## src/rtl/instr_fetch.sv

```systemverilog
// -----------------------------------------------------------------------------
// instr_fetch
//
// Purpose:
//   Instruction fetch stage in front of a combinational program ROM. It keeps
//   the program counter and drives it straight onto the ROM address. The word
//   the ROM returns is captured into a one-entry output buffer, which decode
//   drains through a valid/ready handshake. The stage also supports:
//     - branch redirect with flush,
//     - a level-sensitive run gate,
//     - halt detection on a reserved instruction word,
//     - a saturating count of accepted instructions.
//
// Ports:
//   clk            in   rising-edge clock for all state
//   reset          in   synchronous, active-high reset (overrides everything)
//   run            in   fetch enable, level-sensitive
//   rom_addr       out  ROM address, driven directly by the pc register
//   rom_data       in   ROM word for rom_addr, valid in the same cycle
//   instr_out      out  registered instruction word
//   instr_pc       out  address instr_out was fetched from
//   instr_valid    out  instr_out holds an unconsumed instruction
//   instr_ready    in   decode accepts instr_out this cycle
//   redirect_valid in   branch/jump redirect request
//   redirect_pc    in   redirect target address
//   halted         out  high while the FSM is in HALTED
//   fetch_count    out  accepted handshakes, saturating at 16'hFFFF
//   fsm_state      out  current FSM state encoding (debug visibility)
//
// Handshake:
//   A transfer happens on a rising edge where instr_valid && instr_ready.
//   Once instr_valid is high, instr_out and instr_pc hold until that transfer
//   happens. Only a redirect or a reset can drop a pending word without a
//   transfer. The producer never withdraws a word on its own.
// -----------------------------------------------------------------------------
module instr_fetch #(
  parameter int unsigned          ADDR_W     = 8,
  parameter int unsigned          INSTR_W    = 16,
  parameter logic [ADDR_W-1:0]    RESET_PC   = 8'h00,
  parameter logic [INSTR_W-1:0]   HALT_INSTR = 16'h0000
) (
  input  logic               clk,
  input  logic               reset,
  input  logic               run,
  output logic [ADDR_W-1:0]  rom_addr,
  input  logic [INSTR_W-1:0] rom_data,
  output logic [INSTR_W-1:0] instr_out,
  output logic [ADDR_W-1:0]  instr_pc,
  output logic               instr_valid,
  input  logic               instr_ready,
  input  logic               redirect_valid,
  input  logic [ADDR_W-1:0]  redirect_pc,
  output logic               halted,
  output logic [15:0]        fetch_count,
  output logic [1:0]         fsm_state
);

  typedef enum logic [1:0] {
    ST_IDLE   = 2'd0,
    ST_FETCH  = 2'd1,
    ST_HALTED = 2'd2
  } state_t;

  state_t state, state_next;

  logic [ADDR_W-1:0] pc;

  // Decoded per-cycle controls, produced by the output process.
  logic load;
  logic xfer;
  logic halt_word;

  // ---------------------------------------------------------------------------
  // State register
  // ---------------------------------------------------------------------------
  always_ff @(posedge clk) begin
    if (reset) begin
      state <= ST_IDLE;
    end else begin
      state <= state_next;
    end
  end

  // ---------------------------------------------------------------------------
  // Next-state logic
  // ---------------------------------------------------------------------------
  always_comb begin
    state_next = state;
    if (redirect_valid) begin
      // A redirect leaves any state, including HALTED.
      state_next = run ? ST_FETCH : ST_IDLE;
    end else begin
      unique case (state)
        ST_IDLE: begin
          // The first load can happen on the same edge that leaves IDLE.
          // If that first word is the halt word, go straight to HALTED.
          if (run) begin
            state_next = (load && halt_word) ? ST_HALTED : ST_FETCH;
          end
        end
        ST_FETCH: begin
          if (!run) begin
            state_next = ST_IDLE;
          end else if (load && halt_word) begin
            state_next = ST_HALTED;
          end
        end
        ST_HALTED: begin
          state_next = ST_HALTED;
        end
        default: begin
          state_next = ST_IDLE;
        end
      endcase
    end
  end

  // ---------------------------------------------------------------------------
  // Output / control decode
  // ---------------------------------------------------------------------------
  always_comb begin
    xfer      = instr_valid && instr_ready;
    halt_word = (rom_data == HALT_INSTR);
    // The buffer can take a new word when it is empty, or when its current
    // word leaves this same cycle. Taking the new word in that second case
    // keeps the stream bubble-free. HALTED never loads. A redirect cycle
    // never loads either: the target is fetched on the following edge.
    load      = ((state == ST_FETCH) || (state == ST_IDLE && run)) &&
                run && (!instr_valid || instr_ready) && !redirect_valid;
    halted    = (state == ST_HALTED);
    fsm_state = state;
  end

  // The ROM sees the pc register directly; there is no logic on this path.
  assign rom_addr = pc;

  // ---------------------------------------------------------------------------
  // Program counter and output buffer
  // ---------------------------------------------------------------------------
  always_ff @(posedge clk) begin
    if (reset) begin
      pc          <= RESET_PC;
      instr_out   <= '0;
      instr_pc    <= '0;
      instr_valid <= 1'b0;
    end else if (redirect_valid) begin
      // Flush: the pending word is discarded.
      pc          <= redirect_pc;
      instr_valid <= 1'b0;
    end else if (load) begin
      instr_out   <= rom_data;
      instr_pc    <= pc;
      instr_valid <= 1'b1;
      // The halt word freezes pc at its own address. Otherwise pc wraps
      // naturally at the top of the address space.
      if (!halt_word) begin
        pc <= pc + 1'b1;
      end
    end else if (xfer) begin
      instr_valid <= 1'b0;
    end
  end

  // ---------------------------------------------------------------------------
  // Accepted-instruction counter
  // ---------------------------------------------------------------------------
  // A transfer in a redirect cycle still counts: decode consumed that word
  // before the flush took effect.
  always_ff @(posedge clk) begin
    if (reset) begin
      fetch_count <= '0;
    end else if (xfer && (fetch_count != 16'hFFFF)) begin
      fetch_count <= fetch_count + 16'd1;
    end
  end

endmodule

```

## config.mk

```make
export PLATFORM = sky130hd
export DESIGN_NAME = instr_fetch
export DESIGN_NICKNAME = d
export VERILOG_FILES = /design/src/rtl/instr_fetch.sv
export SDC_FILE = /design/constraint.sdc
export NUM_CORES = 1
export LEC_CHECK = 0
export CAP_MARGIN = 5
export CORE_ASPECT_RATIO = 0.8
export CORE_MARGIN = 3
export CORE_UTILIZATION = 30
export DETAILED_ROUTE_END_ITERATION = 8
export PLACE_DENSITY_LB_ADDON = 0.2
export SLEW_MARGIN = 20
export SYNTH_ARGS = -nofsm -noshare
export SYNTH_HDL_FRONTEND = slang
export SYNTH_SLANG_ARGS = --single-unit
```

## constraint.sdc

```tcl
create_clock -name clk -period 1.52 [get_ports clk]
set_clock_uncertainty 0.1 [all_clocks]
set_input_delay 0.38 -clock clk [delete_from_list [all_inputs] [get_ports clk]]
set_output_delay 0.38 -clock clk [all_outputs]
set_load 0.02 [all_outputs]
```

==> report_table.html, run 1 <==
<table>
<tr><th>Metric</th><th>Value</th></tr>
<tr><th colspan="2">Outcome</th></tr>
<tr><td>Outcome</td><td>finished, violations left</td></tr>
<tr><td>Violations in the final reports</td><td>setup timing</td></tr>
<tr><th colspan="2">Place</th></tr>
<tr><td>Hpwl dp</td><td>5.08 mm</td></tr>
<tr><td>IO Port Bufs</td><td>80</td></tr>
<tr><td>Gpl congestion</td><td>0.832</td></tr>
<tr><td>Place WS</td><td>-0.698 ns</td></tr>
<tr><td>Placed Instances</td><td>501</td></tr>
<tr><th colspan="2">Layout</th></tr>
<tr><td>Final Net Count</td><td>around 450</td></tr>
<tr><td>Signed area change from the synthesized netlist to the final layout</td><td>90.5%</td></tr>
<tr><td>Non-filler instance count after layout</td><td>529</td></tr>
<tr><td>Fraction of final layout cells sized beyond drive strength 1</td><td>0.528</td></tr>
<tr><td>Count of inserted antenna diode cells</td><td>0</td></tr>
<tr><th colspan="2">Power and ir drop</th></tr>
<tr><td>Pleak</td><td>1.88 nW</td></tr>
<tr><td>Largest vdd supply drop</td><td>between 0.4 and 0.5 mV</td></tr>
<tr><td>Sequential cell fraction of total power</td><td>0.494</td></tr>
<tr><td>Power Dens Cells</td><td>~640 nW/µm²</td></tr>
<tr><td>Power Total</td><td>roughly 2.8 mW</td></tr>
<tr><td>Cell-internal power</td><td>1.98 mW</td></tr>
<tr><td>Switching part of the total power</td><td>0.297</td></tr>
<tr><td>Combinational cell fraction of total power</td><td>0.208</td></tr>
<tr><td>Clock Power Share</td><td>0.298</td></tr>
<tr><td>NetSw</td><td>approximately 0.84 mW</td></tr>
<tr><th colspan="2">Logic synthesis</th></tr>
<tr><td>Net count after synthesis</td><td>slightly above 300</td></tr>
<tr><td>Number of warning messages in the yosys log</td><td>0</td></tr>
<tr><td>Sequential fraction of the synthesis area</td><td>0.440</td></tr>
<tr><td>Most numerous cell in the Yosys netlist</td><td>nand2_1</td></tr>
<tr><td>Syn Area/Cell</td><td>approximately 8.5 µm²</td></tr>
<tr><td>Mapped Area</td><td>between 2000 and 2500 µm²</td></tr>
<tr><td>Number of enable-type register cells in the synthesized netlist</td><td>0</td></tr>
<tr><td>Number of flip-flops and latches in the synthesized netlist</td><td>51</td></tr>
<tr><td>Instance count of the mapped netlist</td><td>around 270</td></tr>
<tr><td>Most common flop cell mapped by yosys</td><td>dfxtp_1</td></tr>
<tr><td>Count of different cell masters after synthesis</td><td>43</td></tr>
<tr><td>Ranking of synthesized cells by area</td><td>dfxtp_1 44%, nand2_1 9.1%, a21oi_1 5.6%</td></tr>
<tr><td>Share of flip-flops with an asynchronous set or reset</td><td>0</td></tr>
<tr><td>Largest area contributor in the netlist</td><td>dfxtp_1</td></tr>
<tr><td>Top cell types by occurrence after synthesis</td><td>56 x nand2_1, 51 x dfxtp_1, 29 x nor2_1</td></tr>
<tr><td>Area share of the leading cell type in the synthesized netlist</td><td>0.440</td></tr>
<tr><th colspan="2">Worst setup path</th></tr>
<tr><td>Data required time at the worst endpoint</td><td>1.62 ns</td></tr>
<tr><td>Top cell by count, worst path</td><td>nand2b_4</td></tr>
<tr><td>Number of buffer and inverter stages on the critical path</td><td>3</td></tr>
<tr><td>Startpoint type of the worst setup path</td><td>flop</td></tr>
<tr><td>Arrival time worst endpoint</td><td>about 1.7 ns</td></tr>
<tr><td>Critical path class</td><td>flop to flop</td></tr>
<tr><td>Critical Path Fanout Max</td><td>6</td></tr>
<tr><td>Worst-path cell chain</td><td>buf_6 -&gt; nand2b_4 -&gt; nand2b_4 -&gt; buf_6 -&gt; nand2b_4 -&gt; clkbuf_16 -&gt; nand2_1 -&gt; a21oi_1</td></tr>
<tr><td>Cell class contributing the biggest share of worst-path delay</td><td>simple AND/OR/NAND/NOR gates</td></tr>
<tr><td>Critical Path Max Stage Delay</td><td>0.34 ns</td></tr>
<tr><td>Type of destination of the critical path</td><td>flop</td></tr>
<tr><td>Slowest stage cell, crit path</td><td>dfxtp_2</td></tr>
<tr><th colspan="2">Clock tree</th></tr>
<tr><td>TritonCTS clock tree</td><td>yes</td></tr>
<tr><td>Maximum buffer depth of the clock tree</td><td>2</td></tr>
<tr><td>Clock insertion delay at the later pin of the skew report</td><td>around 0.30 ns</td></tr>
<tr><td>Cell at the root of the clock tree</td><td>clkbuf_8</td></tr>
<tr><td>H-tree depth reported by CTS</td><td>2</td></tr>
<tr><td>Count of hold buffers inserted by post-cts repair</td><td>0</td></tr>
<tr><td>Number of sinks handled by clock tree synthesis</td><td>51</td></tr>
<tr><td>Cts bufs inserted</td><td>5</td></tr>
<tr><td>Clk pin slew, worst setup/hold paths</td><td>between 0.1 and 0.15 ns</td></tr>
<tr><th colspan="2">STA</th></tr>
<tr><td>Worst rel slew slack</td><td>0.759</td></tr>
<tr><td>Final critical delay including setup and external delays</td><td>1.59 ns</td></tr>
<tr><td>Least setup slack across all paths after layout</td><td>-0.0730 ns</td></tr>
<tr><td>Number of endpoints failing setup at the final stage</td><td>27</td></tr>
<tr><td>Setup repair after global routing missed its margin</td><td>yes</td></tr>
<tr><td>Period utilisation layout</td><td>1.05</td></tr>
<tr><td>Pins over their slew limit</td><td>0</td></tr>
<tr><td>Final number of hold-violating endpoints</td><td>0</td></tr>
<tr><td>Maximum achievable frequency</td><td>about 630 MHz</td></tr>
<tr><td>Post-route worst hold slack</td><td>0.211 ns</td></tr>
<tr><td>Transition time at the pin with the least slew margin</td><td>around 0.36 ns</td></tr>
<tr><th colspan="2">Global routing</th></tr>
<tr><td>Maximum number of pins on one net before global-route repair</td><td>25</td></tr>
<tr><td>Aggregate global routing overflow</td><td>0</td></tr>
<tr><td>Met2 demand-to-capacity share in global routing</td><td>0.245</td></tr>
<tr><td>Antenna violations before repair</td><td>0</td></tr>
<tr><td>Vias in the first global route</td><td>between 2000 and 2500</td></tr>
<tr><td>First-pass GRT wire length</td><td>~12 mm</td></tr>
<tr><td>Overall track demand over capacity in global routing</td><td>0.166</td></tr>
<tr><td>Global Route met3 Usage</td><td>0.0400</td></tr>
<tr><td>Global route hottest layer</td><td>met2</td></tr>
<tr><td>Grt met1 use</td><td>0.240</td></tr>
<tr><th colspan="2">Floorplanning</th></tr>
<tr><td>Area of the placeable core</td><td>between 7000 and 8000 µm²</td></tr>
<tr><td>Site Rows</td><td>28</td></tr>
<tr><td>Starting density of the core</td><td>0.311</td></tr>
<tr><td>Overall die height</td><td>approximately 85 µm</td></tr>
<tr><td>Total die area</td><td>8830 µm²</td></tr>
<tr><td>Die W</td><td>104 µm</td></tr>
<tr><td>Num ports</td><td>81</td></tr>
<tr><th colspan="2">Routing</th></tr>
<tr><td>Average detailed-routed wire length per instance</td><td>approximately 15 µm</td></tr>
<tr><td>Vias per Instance</td><td>between 4 and 5</td></tr>
<tr><td>Detailed-router iteration count before antenna repair</td><td>4</td></tr>
<tr><td>Wirelength, routed</td><td>approximately 8 mm</td></tr>
<tr><td>Count of vias placed by the detailed router</td><td>between 2000 and 3000</td></tr>
<tr><td>Violation count after the first detailed-route iteration</td><td>89</td></tr>
<tr><td>Remaining antenna violation count after routing</td><td>0</td></tr>
<tr><td>Total DRC errors in the routed layout</td><td>0</td></tr>
<tr><th colspan="2">Hold path</th></tr>
<tr><td>Classification of the worst-slack hold path</td><td>input pin to flop</td></tr>
<tr><th colspan="2">Job</th></tr>
<tr><td>Max-cap check violation count</td><td>0</td></tr>
</table>
[registers in the layout, summed over array words and instances, names as in the netlist]
signal       count
fetch_count     16
instr_out       16
rom_addr         8
fsm_state        2
instr_valid      1
instr_pc         8
[final cells by class]
class / instances / area, µm²
clock buffer: 5 / 68.8
clock inverter: 3 / 26.3
fill: 659 / 3040
inverter: 5 / 21.3
multi-input combinational: 205 / 1660
sequential: 51 / 1080
tap: 105 / 131
timing repair buffer: 155 / 1440
[cell usage in the layout (no fill, tap or decap), types with 3 or more instances in the layout]
cell type	netlist	final
buf_4	1	55
a211oi_1	7	7
dfxtp_1	51	30
clkbuf_2	0	9
buf_2	5	15
a21oi_2	3	17
nand2_2	0	14
nand4_1	7	7
buf_6	1	15
clkbuf_8	0	5
inv_1	4	3
dfxtp_4	0	13
nand2_1	56	26
clkdlybuf4s50_1	0	9
dfxtp_2	0	8
clkbuf_16	0	4
clkdlybuf4s15_1	0	22
xor2_1	6	6
nand2b_4	2	5
nand2_4	0	16
xnor2_1	13	12
a21oi_1	26	10
nand3_1	9	9
dlygate4sd2_1	0	15
nor3_4	0	3
buf_12	0	5
nor2_1	29	27
nor4_4	3	10
buf_8	0	3
[worst min-delay path: cells and delay by family]
| family | cells | cell delay (ns) |
|---|---|---|
| AOI/OAI and AO/OA | 1 | 0.04 |
| and+or+nand+nor | 1 | 0.06 |
| buffers and inverters | 1 | 0.11 |
[path summary, 6_finish.rpt]
kind                      from  cells after the start       endpoint  slack (ns)
setup reg to reg  fsm_state[1]                      8  instr_out[10]       -0.07
hold / removal     rom_data[0]                      3   instr_out[0]        0.21
hold reg to reg   instr_out[3]                      2   instr_out[3]        0.36
setup / recovery  fsm_state[1]                      8  instr_out[10]       -0.07
[power by group through the flow]
stage / sequential (mW) / clock, mW / combinational, mW
6_report: 1.39 / 0.840 / 0.587
5_1_grt: 1.40 / 0.944 / 0.623
4_1_cts: 1.39 / 0.872 / 0.465
3_5_place_dp: 1.43 / 0 / 0.481
3_3_place_gp: 1.42 / 0 / 0.478
2_1_floorplan: 1.49 / 0 / 0.137
[cells by family after synthesis]
logic type	Yosys count	share of synthesized area
xor gates and xnor gates	19	0.0717
buffers and inverters	19	0.0383
muxes	1	0.00431
DFF	51	0.440
AOI/OAI and AO/OA	45	0.120
adders and majority gates	2	0.0108
and+or+nand+nor	137	0.315
[per-stage QoR]
| step | util | instance area (µm²) | TNS [ns] |
|---|---|---|---|
| floorplan | - | 2410 | -0.118 |
| global placement | 0.499 | 3730 | -22.02 |
| detailed placement | 0.499 | 3730 | -23.72 |
| CTS | 0.525 | 3920 | -0.0828 |
| global route | 0.593 | 4420 | -3.06 |
| finish | 0.593 | 4420 | -0.856 |
[repair_timing]
action | in CTS | in global routing
pin swaps | 21 | 56
gates cloned | 3 | 5
buffers inserted | 4 | 8
resized for setup | 162 | 143
endpoints found under the setup margin | 100 | 79
[routing by layer]
| layer | vias to the layer above | share of wire |
|---|---|---|
| met3 | 11 | 0.048 |
| met4 | 0 | 0.013 |
| met5 | - | 0 |
| met1 | 1184 | 0.48 |
| li1 | 1253 | - |
| met2 | 75 | 0.46 |
(Power assumes the default switching activity.)
==> run 2, diff against run 1 <==
Settings changed: SLEW_MARGIN 20 to not set.
==> results of run 2 <==
The final DEF is identical to that of run 1; final timing and power are the same.
